### src/rtl/int_ctrl.sv
// Interrupt controller: per-source pending latch (level or edge), mask, and a
// registered masked output with a lowest-index-wins ID register.

module int_src (
  input  logic clk,
  input  logic reset,
  input  logic irq,
  input  logic mode,
  input  logic clr,
  output logic pend
);
  logic irq_d;

  always_ff @(posedge clk) begin
    if (reset) begin
      irq_d <= 1'b0;
      pend  <= 1'b0;
    end else begin
      irq_d <= irq;
      if (!mode)              pend <= irq;
      else if (irq && !irq_d) pend <= 1'b1;   // set beats a simultaneous clear
      else if (clr)           pend <= 1'b0;
    end
  end
endmodule

module int_ctrl #(
  parameter int NUM_SRC = 6
) (
  input  logic        clk,
  input  logic        reset,
  input  logic [1:0]  ADD_I,
  input  logic        WE,
  input  logic [31:0] DAT_I,
  output logic [31:0] DAT_O,
  input  logic [5:0]  IRQ_I,
  output logic [7:2]  HWInt
);
  localparam logic [1:0] A_PEND = 2'd0;
  localparam logic [1:0] A_MASK = 2'd1;
  localparam logic [1:0] A_MODE = 2'd2;
  localparam logic [1:0] A_ID   = 2'd3;

  logic [NUM_SRC-1:0] pend, mask, mode, clr, act;
  logic [2:0]         idx;
  logic               vld;

  assign clr = (WE && ADD_I == A_PEND) ? DAT_I[NUM_SRC-1:0] : '0;
  assign act = pend & mask;

  generate
    for (genvar k = 0; k < NUM_SRC; k++) begin : g_src
      int_src u_src (
        .clk   (clk),
        .reset (reset),
        .irq   (IRQ_I[k]),
        .mode  (mode[k]),
        .clr   (clr[k]),
        .pend  (pend[k])
      );
    end
  endgenerate

  always_ff @(posedge clk) begin
    if (reset) begin
      mask  <= '0;
      mode  <= '0;
      HWInt <= '0;
    end else begin
      if (WE && ADD_I == A_MASK) mask <= DAT_I[NUM_SRC-1:0];
      if (WE && ADD_I == A_MODE) mode <= DAT_I[NUM_SRC-1:0];
      HWInt <= act;
    end
  end

  // Scan from the top down so the lowest active index is the last one written.
  always_comb begin
    idx = 3'd7;
    vld = 1'b0;
    for (int k = NUM_SRC-1; k >= 0; k--) begin
      if (act[k]) begin
        idx = 3'(k);
        vld = 1'b1;
      end
    end
  end

  always_comb begin
    DAT_O = '0;
    case (ADD_I)
      A_PEND:  DAT_O[NUM_SRC-1:0] = pend;
      A_MASK:  DAT_O[NUM_SRC-1:0] = mask;
      A_MODE:  DAT_O[NUM_SRC-1:0] = mode;
      A_ID:    DAT_O = {vld, 28'b0, idx};
      default: DAT_O = '0;
    endcase
  end
endmodule

### config.mk
export PLATFORM = sky130hd
export DESIGN_NAME = int_ctrl
export DESIGN_NICKNAME = d
export VERILOG_FILES = /design/src/rtl/int_ctrl.sv
export SDC_FILE = /design/constraint.sdc
export NUM_CORES = 1
export LEC_CHECK = 0
export CAP_MARGIN = 40
export CORE_MARGIN = 2
export CORE_UTILIZATION = 38
export CTS_CLUSTER_DIAMETER = 60
export DETAILED_ROUTE_END_ITERATION = 16
export PLACE_DENSITY = 0.79
export SLEW_MARGIN = 15
export SYNTH_ARGS = -nofsm -noshare
export SYNTH_HDL_FRONTEND = slang
export SYNTH_SLANG_ARGS = --single-unit
### constraint.sdc
create_clock -name clk -period 1.45 [get_ports clk]
set_input_delay 0.145 -clock clk [delete_from_list [all_inputs] [get_ports clk]]
set_output_delay 0.145 -clock clk [all_outputs]
set_load 0.01 [all_outputs]
# --- Yosys cells after proc, flatten, opt, wreduce, memory -nomap -nowiden ---
# Cells that the tools add are included.
totals:
  latch_bits: 0
  inputBits: 43
  wordCells: 74
  romBits: 0
  ram_bits: 0
  output_inout_bits: 38
  mem_count: 0
  ff_bits: 30
classes:
  n_lt_le_gt_ge: 0
  eq_ne: 9
  n_mul: 0
  bitwise: 1
  n_reduce_logical: 16
  addsub: 0
  n_shift: 0
  div: 0
  n_mux: 33
ops:
  columns: ["operator", "count"]
  rows:
  - ["2-to-1 mux 26 bit", 1]
  - ["2-to-1 mux 1 bit", 24]
  - ["one-hot mux 6 bit (4 select lines)", 1]
  - ["!= test 3 x 1 -> 1 bit, second input constant", 6]
  - ["2-to-1 mux 3 bit", 5]
  - ["logical AND 1 bit", 9]
  - ["AND 6 bit", 1]
  - ["logical NOT 1 bit", 6]
  - ["2-to-1 mux 6 bit", 1]
  - ["equality test 2 bit, second input constant", 2]
  - ["equality test 2 x 1 -> 1 bit, second input constant", 1]
  - ["logical NOT 2 bit", 1]
  - ["2-to-1 mux 2 bit", 1]

# --- Logic depth before layout (Yosys ltp) ---
# Gate-level depths: netlist of the first run.
logic_depth:
  ltp_word: 8
  mapped_depth: 5
  depth_no_buf: 4

# --- By module ---
# A second synthesis of the first run with hierarchy kept.
hier_totals:
  hier_cells: 173
  hier_area_um2: 1530.2
modules_own_cells:
  columns: ["module", "area_each_um2", "n_inst", "seq_area_each_um2", "cells_each"]
  rows:
  - ["int_ctrl", 1102.3, 1, 360.3, 137]
  - ["int_src", 71.3, 6, 40.0, 6]

# --- Least setup slack after synthesis of the first run ---
# No wires, ideal clock.
synth_timing:
  path_type: "reg-to-output"
  from: "register mask[1]"
  to: "output port DAT_O[2]"
  path_buffers: 0
  required_ps: 1305
  path_stages_with_launch: 5
  arrival_time_ps: 1023
  path_slack_ps: 282
  path_cell_list: "dfxtp_1 -> nand2_1 -> nand2_1 -> nor2_1 -> mux4_2"
synth_between:
  elab_chain_cells: 4
synth_lines:
  columns: ["element", "line_no", "source"]
  rows:
  - ["from (decl)", "44", "logic [NUM_SRC-1:0] pend, mask, mode, clr, act;"]
  - ["from (signal assigned)", "70", "if (WE && ADD_I == A_MASK) mask <= DAT_I[NUM_SRC-1:0];"]
  - ["AND 6 bit", "49", "assign act = pend & mask;"]
  - ["2-to-1 mux 3 bit (2 in a row)", "81", "if (act[k]) begin"]
  - ["one-hot mux 6 bit (4 select lines)", "90", "case (ADD_I)"]
  - ["to (decl)", "35", "output logic [31:0] DAT_O,"]
# Every way passes these cells.

# --- Final worst setup path of the first run ---
layout_timing:
  from: "register g_src[2].u_src.pend"
  to: "output port DAT_O[2]"
layout_between:
  elab_chain_cells: 5
layout_lines:
  columns: ["element", "line_no", "source"]
  rows:
  - ["from (decl)", "10", "output logic pend"]
  - ["from (signal assigned)", "20", "if (!mode) pend <= irq;"]
  - ["AND 6 bit", "49", null]
  - ["2-to-1 mux 3 bit (3 in a row)", "81", null]
  - ["one-hot mux 6 bit (4 select lines) (*)", "90", null]
# Mark *: on every way between the ends. The rest lies on a longest branch, timed or not.

==> results of run 1 <==
worst max-delay path by stage:
| stage | startpoint | endpoint | slack (ps) |
|---|---|---|---|
| after CTS | g_src[5].u_src.pend | DAT_O[1] | -160 |
| after detailed placement | ADD_I[1] | DAT_O[1] | -590 |
| after floorplan | mask[1] | DAT_O[2] | 280 |
| final | g_src[2].u_src.pend | DAT_O[2] | -130 |
| after global routing | g_src[5].u_src.pend | DAT_O[1] | -170 |
| after global placement | ADD_I[1] | DAT_O[1] | -530 |
per-layer routing:
metal	track usage (%)	routed length, microns	share of wire, %
met5	0	0	0
met4	6.122	48	1.5
met3	4.600	177	5.6
met2	24.75	1498	48
met1	19.92	1428	45
critical path, delay by kind of cell (launching register included):
family	cells	cell delay (ps)
buffers and inverters	1	140
DFF	1	360
muxes	1	470
and+or+nand+nor	3	180
state kept, by name, indices dropped and copies added, names as in the netlist:
name               count
g_src.u_src.irq_d      6
HWInt                  6
mode                   6
mask                   6
g_src.u_src.pend       6
logic make-up (layout without fill, tap and decap cells):
kind of cell / Yosys count / after routing
AO/OA/AOI/OAI: 27 / 27
buffers and inverters: 33 / 76
flip-flops: 30 / 30
multiplexers: 10 / 10
other: 1 / 25
AND/OR/NAND/NOR: 68 / 68
area by class of cell:
| class | instances | share of cell area, % |
|---|---|---|
| well taps | 48 | 2.900 |
| clock inverters | 1 | 0.2417 |
| multi-input cells | 130 | 35.89 |
| inverters | 1 | 0.1813 |
| flip-flops and latches | 30 | 29.49 |
| clock buffers | 7 | 4.169 |
| repair buffers | 67 | 27.13 |
metrics by stage:
step                      hold WS (ps)  instances  total power, mW  instance area (sq um)  setup WS [ps]
final                            436.4        284            1.844                   2071         -130.2
after detailed placement         459.1        273            1.177                   1928         -591.4
after global placement           451.6        273            1.172                   1928         -534.6
after floorplan                  288.9        193            1.078                   1550          281.7
after global routing             447.6        284            1.918                   2071         -173.1
after CTS                        434.3        281            1.845                   2034         -161.0
synth_stat cells:
cell / number
sky130_fd_sc_hd__nand2_1: 31
sky130_fd_sc_hd__dfxtp_1: 30
sky130_fd_sc_hd__buf_4: 25
sky130_fd_sc_hd__nor2_1: 13
sky130_fd_sc_hd__mux2i_1: 9
sky130_fd_sc_hd__nor2b_1: 9
sky130_fd_sc_hd__a21oi_1: 8
sky130_fd_sc_hd__nand3_1: 7
sky130_fd_sc_hd__a211oi_1: 5
sky130_fd_sc_hd__a21o_1: 5
sky130_fd_sc_hd__buf_2: 5
sky130_fd_sc_hd__o21ai_0: 4
sky130_fd_sc_hd__buf_6: 2
sky130_fd_sc_hd__nand2b_1: 2
sky130_fd_sc_hd__a311oi_1: 1
sky130_fd_sc_hd__a31oi_1: 1
sky130_fd_sc_hd__a32o_1: 1
sky130_fd_sc_hd__a32oi_1: 1
sky130_fd_sc_hd__and2_1: 1
sky130_fd_sc_hd__conb_1: 1
sky130_fd_sc_hd__inv_1: 1
sky130_fd_sc_hd__mux4_2: 1
sky130_fd_sc_hd__nand2_2: 1
sky130_fd_sc_hd__nand3b_4: 1
sky130_fd_sc_hd__nand4_1: 1
sky130_fd_sc_hd__nor3_1: 1
sky130_fd_sc_hd__nor3b_2: 1
sky130_fd_sc_hd__o32a_1: 1
what timing repair did:
| item | 4_1_cts | 5_1_grt |
|---|---|---|
| endpoints found under the setup margin | 7 | 7 |
| setup buffers | 0 | 3 |
| pin swaps | 3 | 3 |
| gates resized for setup | 35 | 9 |
power by group through the flow:
stage,combinational [mW],sequential [mW],clock (mW)
finish,0.290,0.876,0.677
global route,0.317,0.879,0.722
CTS,0.284,0.875,0.686
detailed placement,0.288,0.889,0
global placement,0.284,0.888,0
floorplan,0.189,0.890,0
==> implementation parameters, run 1 <==
Parameter                              Value

Outcome
  Status ... complete, but fails checks
  Violated checks ... setup timing

STA
  Setup clock skew after layout ... roughly 4.8 ps
  Final Slew Violations ... 0
  RSZ-0062 raised after global routing ... true
  Post-route minimum period ... 1580 ps
  Final Hold Vio Count ... 0
  Max Freq ... 632.8 MHz
  Sum of negative setup slack ... -227.8 ps
  Finish-stage setup viols ... 3
  Final period util ... 109.0%
  Smallest setup slack after layout ... -130.2 ps

Detailed routing
  DRC marker count from the first detailed-route iteration ... 18
  Routed wirelength normalized by instance count ... between 10 and 15 microns
  Vias after detailed routing ... 1270
  Detailed-routing iteration count for the pre-antenna-repair pass ... 4
  Remaining design rule violation count ... 0
  Per-cell via count in the routed design ... 4.472
  Routed Wire Length ... between 3 and 4 mm
  Number of antenna-violating nets in the routed design ... 0

Clock tree
  Clock input transition at the sequential cells of the worst setup and hold paths ... 60 ps
  Clock root cell ... sky130_fd_sc_hd__clkbuf_8
  Sink Count ... 30
  Post-CTS Hold Buffers ... 0
  H-tree depth ... 2
  Total CTS buffers ... 5
  CTS tree ... built
  Clk buf depth ... 2
  Clock network latency to the later pin of the worst-skew pair ... 280 ps

Synthesis
  XOR/XNOR share of the synthesized area ... 0%
  Proportion of synthesized chip area in sequential cells ... 41.13%
  Count of distinct cell types in the synthesized netlist ... 28
  Per-instance average area after synthesis ... 8.640 sq um
  Synthesized-area fraction occupied by and/or/nand/nor cells ... 22.28%
  Gate Count Post-Synth ... 169
  Share of Yosys cell area claimed by the top area cell type ... approximately two fifths
  Synth Cell Area ... 0.001460 sq mm
  Yosys Warn Count ... 0
  Flop and latch count out of synthesis ... 30
  Synth top area cells ... sky130_fd_sc_hd__dfxtp_1 41%, sky130_fd_sc_hd__buf_4 13%, sky130_fd_sc_hd__nand2_1 8.0%
  Fraction of synthesized area in multiplexers ... 7.712%
  Cell type with the highest aggregate area in the netlist ... sky130_fd_sc_hd__dfxtp_1
  Combinational family with the most area after synthesis ... simple AND/OR/NAND/NOR gates
  Synthesized-area fraction occupied by ao, oa, aoi and oai cells ... 12.25%
  Arithmetic-cell share of the synthesized area counting full adders, half adders and majority gates ... 0%

Floorplanning
  Number of placement rows ... 22
  Die X ... approximately 66 microns
  Die Y ... 65.99 microns
  Area inside the core boundary ... 0.003689 sq mm
  Number of primary I/O pins ... 81
  Area enclosed by the die boundary ... 0.004354 sq mm
  Initial Util ... 39.59%

Pwr
  Static power due to leakage ... about 0.97 nW
  Sequential share of power ... 47.5%
  Max rail drop VDD ... roughly 0.46 mV
  NetSw ... ~0.45 mW
  Cell internal pwr ... 1.389 mW
  Combinational cell fraction of total power ... 15.7%
  P per Cell Area ... ~890 mW/mm^2
  Clock share of power ... about 37%
  Switching Share ... 24.64%

Worst setup path
  Slowest-stage cell, CP ... sky130_fd_sc_hd__mux4_2
  Start-to-end type of the worst setup path ... flop to output pin
  Register-to-register path setup slack ... 490 ps
  Sequence of cells on the critical path ... nand2_4 -> nand2_1 -> nor2_2 -> mux4_2 -> buf_6
  Worst reg2reg endpoint ... g_src[3].u_src.pend
  Setup crit end kind ... output pin
  FF-to-FF Start ... g_src[3].u_src.pend
  Crit-path max FO ... 3
  Depth of the most critical reg-to-reg path ... 5
  Crit path launch type ... flop
  Required time at the worst-slack endpoint ... 1310 ps
  Largest stage delay on the critical path ... 470 ps
  Data arrival time of the critical path ... about 1400 ps

Min path
  Worst min-delay path category ... input pin to flop
  Number of cells on the worst hold path ... 2
  Hold Path End ... g_src[3].u_src.irq_d
  Beginning of the worst hold path ... IRQ_I[3]

Final layout
  Proportion of layout cells with a drive suffix above 1 ... 29.66%
  Area used by sequential logic in the layout ... 610.6 sq um
  Layout-stage area growth over the synthesis result ... 41.82%
  Commonest non-fill, non-tap cell in the layout ... sky130_fd_sc_hd__buf_4
  Number of nets in the final layout ... between 200 and 300
  Final core utilization ... between 50% and 60%
  Fill cells ... roughly 350
  Multi-input gate area ... 743.2 sq um
  Highest-count cells in the layout ignoring fill and taps ... 38 x sky130_fd_sc_hd__buf_4, 26 x sky130_fd_sc_hd__nand2_1, 25 x sky130_fd_sc_hd__conb_1
  Number of antenna diodes ... 0

Job
  Max Cap Violations ... 0

Place
  Detailed placer's ending HPWL ... between 2 and 2.5 mm
  Routability congestion estimate from global placement ... 0.8840
  IO Port Bufs ... 29

Global route
  Number of antenna violations at the first check in global routing ... 0
  Largest net degree at the start of global routing ... 21
  Overflow after GRT ... 0
  Overall routing resource usage ... 15.62%
  Number of global-route vias before repair ... 1145
  First-pass GRT wire length ... 5.126 mm
Note: power is estimated with default switching activity, not from simulation.
==> run 2, diff against run 1 <==
Settings changed: CORE_UTILIZATION 38 to 34, PLACE_DENSITY 0.79 to 0.75.
Clock period 1.45 ns to 1.4 ns, I/O delays scaled along.
==> implementation parameters, run 2 (synthesis gave the netlist of run 1 again) <==
Parameter                              Value

Outcome
  Status ... complete, but fails checks (unchanged)
  Violated checks ... setup timing (unchanged)

Min path
  Beginning of the worst hold path ... IRQ_I[3] (unchanged)
  Worst min-delay path category ... input pin to flop (unchanged)
  Number of cells on the worst hold path ... 2 (unchanged)
  Hold Path End ... g_src[3].u_src.irq_d (unchanged)

Clock tree
  Clk buf depth ... 2 (unchanged)
  Clock network latency to the later pin of the worst-skew pair ... 290 ps (was 280 ps)
  Sink Count ... 30 (unchanged)
  CTS tree ... built (unchanged)
  Post-CTS Hold Buffers ... 0 (unchanged)
  H-tree depth ... 2 (unchanged)
  Clock input transition at the sequential cells of the worst setup and hold paths ... 60 ps (about the same)
  Clock root cell ... sky130_fd_sc_hd__clkbuf_8 (unchanged)
  Total CTS buffers ... 5 (unchanged)

STA
  Final Slew Violations ... 0 (unchanged)
  Final period util ... 115.9%
  Setup clock skew after layout ... 4.435 ps (was 4.757 ps)
  RSZ-0062 raised after global routing ... true (unchanged)
  Max Freq ... 616.1 MHz
  Smallest setup slack after layout ... -223.1 ps (was -130.2 ps)
  Final Hold Vio Count ... 0 (unchanged)
  Post-route minimum period ... 1623 ps
  Finish-stage setup viols ... 3 (unchanged)

Final layout
  Commonest non-fill, non-tap cell in the layout ... sky130_fd_sc_hd__buf_4 (unchanged)
  Number of standard cells in the layout, taps in and fillers out ... 288 (was 284)
  Fill cells ... 353 (was 348)
  Number of nets in the final layout ... 280 (was 278)
  Number of antenna diodes ... 0 (unchanged)
  Highest-count cells in the layout ignoring fill and taps ... 38 x sky130_fd_sc_hd__buf_4, 25 x sky130_fd_sc_hd__conb_1, 22 x sky130_fd_sc_hd__nand2_1 (was 38 x sky130_fd_sc_hd__buf_4, 26 x sky130_fd_sc_hd__nand2_1, 25 x sky130_fd_sc_hd__conb_1)
  Cell area after layout ... 0.002138 sq mm (was 0.002071 sq mm)
  Proportion of layout cells with a drive suffix above 1 ... 35.71% (was 29.66%)
  Layout-stage area growth over the synthesis result ... 46.44% (was 41.82%)

Worst setup path
  Slowest-stage cell, CP ... sky130_fd_sc_hd__mux4_2 (unchanged)
  Buffer and inverter count on the worst path ... 1 (unchanged)
  Family of cells with the greatest summed delay on the critical path ... multiplexers (unchanged)
  Required time at the worst-slack endpoint ... 1260 ps (was 1310 ps)
  Depth of the most critical reg-to-reg path ... 5 (unchanged)
  Largest stage delay on the critical path ... 490 ps (was 470 ps)
  Setup crit end kind ... output pin (unchanged)
  Most repeated library cell on the critical path ... sky130_fd_sc_hd__nand2_2
  FF-to-FF Start ... g_src[3].u_src.pend (unchanged)
  Start-to-end type of the worst setup path ... flop to output pin (unchanged)
  Worst reg2reg endpoint ... g_src[3].u_src.pend (unchanged)
  Sequence of cells on the critical path ... nand2_2 -> nand2_2 -> nor2_2 -> mux4_2 -> buf_6 (was nand2_4 -> nand2_1 -> nor2_2 -> mux4_2 -> buf_6)
  Crit path launch type ... flop (unchanged)
  Register-to-register path setup slack ... 400 ps (was 490 ps)
  Crit-path max FO ... 3 (unchanged)
  Data arrival time of the critical path ... 1480 ps (was 1440 ps)

Pwr
  Cell internal pwr ... 1.538 mW (was 1.389 mW)
  P per Cell Area ... 953.2 mW/mm^2 (was 890.3 mW/mm^2)
  Clock share of power ... 40.3% (was 36.7%)
  Combinational cell fraction of total power ... 15.1% (was 15.7%)
  Max rail drop VDD ... 0.6394 mV (was 0.4585 mV)
  Sequential share of power ... 44.7% (was 47.5%)
  Switching Share ... 24.52% (was 24.64%)
  NetSw ... 0.4998 mW (was 0.4542 mW)
  Static power due to leakage ... 1.008 nW (was 0.9675 nW)

Floorplanning
  Area enclosed by the die boundary ... 0.004834 sq mm (was 0.004354 sq mm)
  Die Y ... 69.53 microns (was 65.99 microns)
  Area inside the core boundary ... 0.004058 sq mm (was 0.003689 sq mm)
  Number of placement rows ... 23 (was 22)
  Initial Util ... 35.99% (was 39.59%)
  Number of primary I/O pins ... 81 (unchanged)
  Die X ... 69.53 microns (was 65.99 microns)

Place
  Routability congestion estimate from global placement ... 0.9158 (was 0.8840)
  Detailed placer's ending HPWL ... 2.473 mm (was 2.406 mm)
  IO Port Bufs ... 29 (unchanged)
  Placed instance count ... 272 (was 273)
  Standard cell area after detailed placement ... 0.001908 sq mm (was 0.001928 sq mm)

Global route
  Number of global-route vias before repair ... 1208 (was 1145)
  Overflow after GRT ... 0 (unchanged)
  Met1 track utilization from global routing ... 16.71% (was 19.92%)
  Most congested layer reported by global routing ... met2 (unchanged)
  Number of antenna violations at the first check in global routing ... 0 (unchanged)
  Largest net degree at the start of global routing ... 23 (was 21)
  Global Route met3 Usage ... 3.924% (was 4.600%)
  Overall routing resource usage ... 13.88% (was 15.62%)
  Global Route met2 Usage ... 21.58% (was 24.75%)
  First-pass GRT wire length ... 5.347 mm (was 5.126 mm)

Detailed routing
  DRC marker count from the first detailed-route iteration ... 42 (was 18)
  Detailed-routing iteration count for the pre-antenna-repair pass ... 4 (unchanged)
  Routed wirelength normalized by instance count ... 12.49 microns (was 11.10 microns)
  Per-cell via count in the routed design ... 4.635 (was 4.472)
  Remaining design rule violation count ... 0 (unchanged)
  Routed Wire Length ... 3.598 mm (was 3.152 mm)
  Number of antenna-violating nets in the routed design ... 0 (unchanged)
  Vias after detailed routing ... 1335 (was 1270)

Job
  Max Cap Violations ... 0 (unchanged)
==> run 2: changes by cell type in the layout (fill, tap and decap cells not counted), sizes merged <==
cell	previous run	this run
buf	41	44
clkbuf	8	11
clkdlybuf4s15	4	1
clkinv	1	0
==> run 2: area by class of cell <==
| type | count | area (sq um) | area share, % |
|---|---|---|---|
| clock buffers | 8 | 110.1 | 5.149 |
| inverters | 1 | 3.754 | 0.1755 |
| multi-input cells | 130 | 778.2 | 36.40 |
| flip-flops and latches | 30 | 615.6 | 28.79 |
| well taps | 50 | 62.56 | 2.926 |
| repair buffers | 69 | 568.0 | 26.57 |
==> run 2: stage by stage <==
stage / setup WS, ps / hold WS (ps) / util, % / setup TNS [ps] / power (mW)
2_1_floorplan: 236.7 / 283.9 / - / 0 / 1.117
3_3_place_gp: -558.1 / 454.1 / 47.02 / -5436 / 1.211
3_5_place_dp: -586.8 / 460.7 / 47.02 / -5879 / 1.216
4_1_cts: -206.6 / 417.4 / 51.03 / -647.0 / 2.029
5_1_grt: -275.7 / 433.3 / 52.70 / -687.6 / 2.120
6_report: -223.1 / 420.3 / 52.70 / -393.0 / 2.038
==> run 2: repair_timing <==
action	4_1_cts	5_1_grt
pin swaps	10	13
buffers inserted	3	5
setup endpoints to repair	7	7
gates resized for setup	38	25
==> run 2: power by group through the flow <==
stage | Combinational (mW) | Clock, mW | Sequential, mW
6_report | 0.307 | 0.821 | 0.910
5_1_grt | 0.334 | 0.874 | 0.912
4_1_cts | 0.295 | 0.829 | 0.905
3_5_place_dp | 0.295 | 0 | 0.920
3_3_place_gp | 0.291 | 0 | 0.920
2_1_floorplan | 0.195 | 0 | 0.922
==> run 2: metal layers <==
layer | vias up | share of wire, %
met5 | - | 0
met4 | 0 | 1.2
met3 | 6 | 9.5
met2 | 63 | 48
met1 | 614 | 42
li1 | 652 | -
==> run 2: worst max path at each step <==
stage | start | to | cells past startpoint
global placement | ADD_I[0] | DAT_O[1] | 5
CTS | mask[1] | DAT_O[2] | 5
finish | mask[2] | DAT_O[2] | 5
detailed placement | ADD_I[0] | DAT_O[1] | 5
floorplan | mask[1] | DAT_O[2] | 4
global route | mask[2] | DAT_O[2] | 5
==> variant: new RTL, config.mk and constraints of run 2 <==
Register the output `DAT_O`, cleared by the reset; this adds one clock of latency there. The other outputs are not delayed to match.
--- a/src/rtl/int_ctrl.sv
+++ b/src/rtl/int_ctrl.sv
@@ -40,6 +40,8 @@
   localparam logic [1:0] A_MASK = 2'd1;
   localparam logic [1:0] A_MODE = 2'd2;
   localparam logic [1:0] A_ID   = 2'd3;
+
+  logic [31:0] DAT_O_d;
 
   logic [NUM_SRC-1:0] pend, mask, mode, clr, act;
   logic [2:0]         idx;
@@ -86,14 +88,22 @@
   end
 
   always_comb begin
-    DAT_O = '0;
+    DAT_O_d = '0;
     case (ADD_I)
-      A_PEND:  DAT_O[NUM_SRC-1:0] = pend;
-      A_MASK:  DAT_O[NUM_SRC-1:0] = mask;
-      A_MODE:  DAT_O[NUM_SRC-1:0] = mode;
-      A_ID:    DAT_O = {vld, 28'b0, idx};
-      default: DAT_O = '0;
+      A_PEND:  DAT_O_d[NUM_SRC-1:0] = pend;
+      A_MASK:  DAT_O_d[NUM_SRC-1:0] = mask;
+      A_MODE:  DAT_O_d[NUM_SRC-1:0] = mode;
+      A_ID:    DAT_O_d = {vld, 28'b0, idx};
+      default: DAT_O_d = '0;
     endcase
   end
+  always_ff @(posedge clk) begin
+    if (reset) begin
+      DAT_O <= '0;
+    end else begin
+      DAT_O <= DAT_O_d;
+    end
+  end
+
 endmodule
 
Formal check against the unedited RTL: not equivalent (Yosys sat finds a counterexample within 4 cycles, from zero or initial values and one cycle with reset high).
==> variant against run 2 <==
Total power rose by 15%. Sequential cell count rose by 7. Non-clock buffer count fell by 29. Synthesized cell count rose by 8.3%. Area after synthesis rose by 13%. Wire length fell by 18%. Design area fell by 1.2%. Setup slack improved by 0.35 ns. Combinational power fell by 13%. Clock skew fell by 0.00063 ns. Utilization fell by 8.0 points. Count of clock-buffer cells in the layout fell by 2. Fmax rose by 28%. Highest routed layer unchanged.
==> variant: results (changes against run 2) <==
CTS H-tree lvls 2 (unchanged); initial antenna violation count 0 (unchanged); CP Max Fanout 1 (was 3); drt first pass iters 4 (unchanged); RD Place Congestion 0.753 (was 0.916); Synth top cells by count 37 x dfxtp_1, 28 x buf_4, 23 x nand2_1 (was 31 x nand2_1, 30 x dfxtp_1, 25 x buf_4); Reg with most FFs DAT_O; Synth area leader dfxtp_1 (unchanged); Final #Nets 265 (was 280); Via Count 1276 (was 1335); sequential fraction of the synthesis area 0.447 (was 0.411); status finished, final reports clean (was complete, but fails checks); final hold vios 0 (unchanged); Crit path largest cell delay 0.53 ns (was 0.49 ns); static leakage 0.873 nW (was 1.01 nW); GRT Util Overall 0.122 (was 0.139); slowest cell on the critical path clkdlybuf4s50_1 (was mux4_2); Post-CTS Setup Inserts 0 (was 3); routed wire length 2960 um (was 3600 um); Setup Skew 0.00380 ns (was 0.00444 ns); Antenna diodes 0 (unchanged); post-cts gate resize count 0 (was 38); max reg flops 7; Area contributors post-synth dfxtp_1 45%, buf_4 13%, mux2i_1 5.4%, nand2_1 5.2%, nor2_1 3.9% (was dfxtp_1 41%, buf_4 13%, nand2_1 8.0%, mux2i_1 6.2%, nor2b_1 3.9%); buffer depth of the longest clock path 2 (unchanged); HP Class in -> reg (unchanged); Clock Root Buffer clkbuf_8 (unchanged); first-pass GRT wire length 5050 um (was 5350 um); number of port buffers 29 (unchanged); Synth warnings 0 (unchanged); Iteration-0 DRC Markers 64 (was 42); DP Area 1990 um^2 (was 1910 um^2); peak supply drop 398 uV (was 639 uV); synth unique cells 30 (was 28); vias in the first global route 1128 (was 1208); Num CTS Buffers 5 (unchanged); CP top delay family buffers and inverters (was multiplexers); HPWL Detailed 2200 um (was 2470 um); Worst Path Arrival 1.13 ns (was 1.48 ns); clock latency at the later pin of the worst-skew pair 0.29 ns (about the same); share of layout cells above drive strength 1 0.117 (was 0.357); clock-pin slew on the worst setup and hold paths around 0.070 ns; Post-synth ARST share 0 (unchanged); pin count of the biggest net entering global routing 37 (was 23)
## variant: cell count changes after synthesis, sizes merged, moves of 5 or more
cell    delta
nand2      -8
dfxtp      +7
a311oi     +5
nor3       +5
a211oi     -5
nor2       +5
## variant: final cells by class
cell class                      count  area [um^2]
Clock buffer                        6         82.6
Clock inverter                      2         37.5
Fill cell                         462         2610
Inverter                            2         7.51
Multi-Input combinational cell    136          762
Sequential cell                    37          741
Tap cell                           67         83.8
Timing Repair Buffer               40          398
## variant: final timing paths
| path | cells past startpoint | end | start | slack (ns) |
|---|---|---|---|---|
| setup / recovery | 1 | HWInt[7] | HWInt[7] | 0.13 |
| setup reg to reg | 4 | DAT_O[1] | g_src[4].u_src.pend | 0.22 |
| hold / removal | 2 | g_src[3].u_src.irq_d | IRQ_I[3] | 0.41 |
| hold reg to reg | 2 | g_src[1].u_src.pend | g_src[1].u_src.irq_d | 0.47 |
## variant: power by group
group	total (mW)	internal [mW]	switching, mW
Clock	0.949	0.579	0.370
Sequential	1.12	1.09	0.0309
Combinational	0.267	0.133	0.133
## variant: cell families (layout without fill, tap and decap cells)
group / count (synthesis) / after routing / share of synthesized area
and+or+nand+nor: 71 / 71 / 0.212
other: 1 / 25 / 0.00226
buffers and inverters: 34 / 50 / 0.147
DFF: 37 / 37 / 0.447
AOI/OAI and AO/OA: 31 / 31 / 0.137
muxes: 9 / 9 / 0.0544
## variant: metal layers
layer,GRT usage,vias up,part of all wire
met2,0.199,57,0.47
met5,0,-,0
met3,0.0370,6,0.082
li1,-,650,-
met4,0.0606,0,0.024
met1,0.145,563,0.43
## variant: metrics by stage
step	total power, mW	setup WS [ns]	cells
2_1_floorplan	1.34	0.356	207
3_3_place_gp	1.41	-0.104	282
3_5_place_dp	1.41	-0.0943	282
4_1_cts	2.36	0.111	290
5_1_grt	2.44	0.0765	290
6_report	2.34	0.129	290
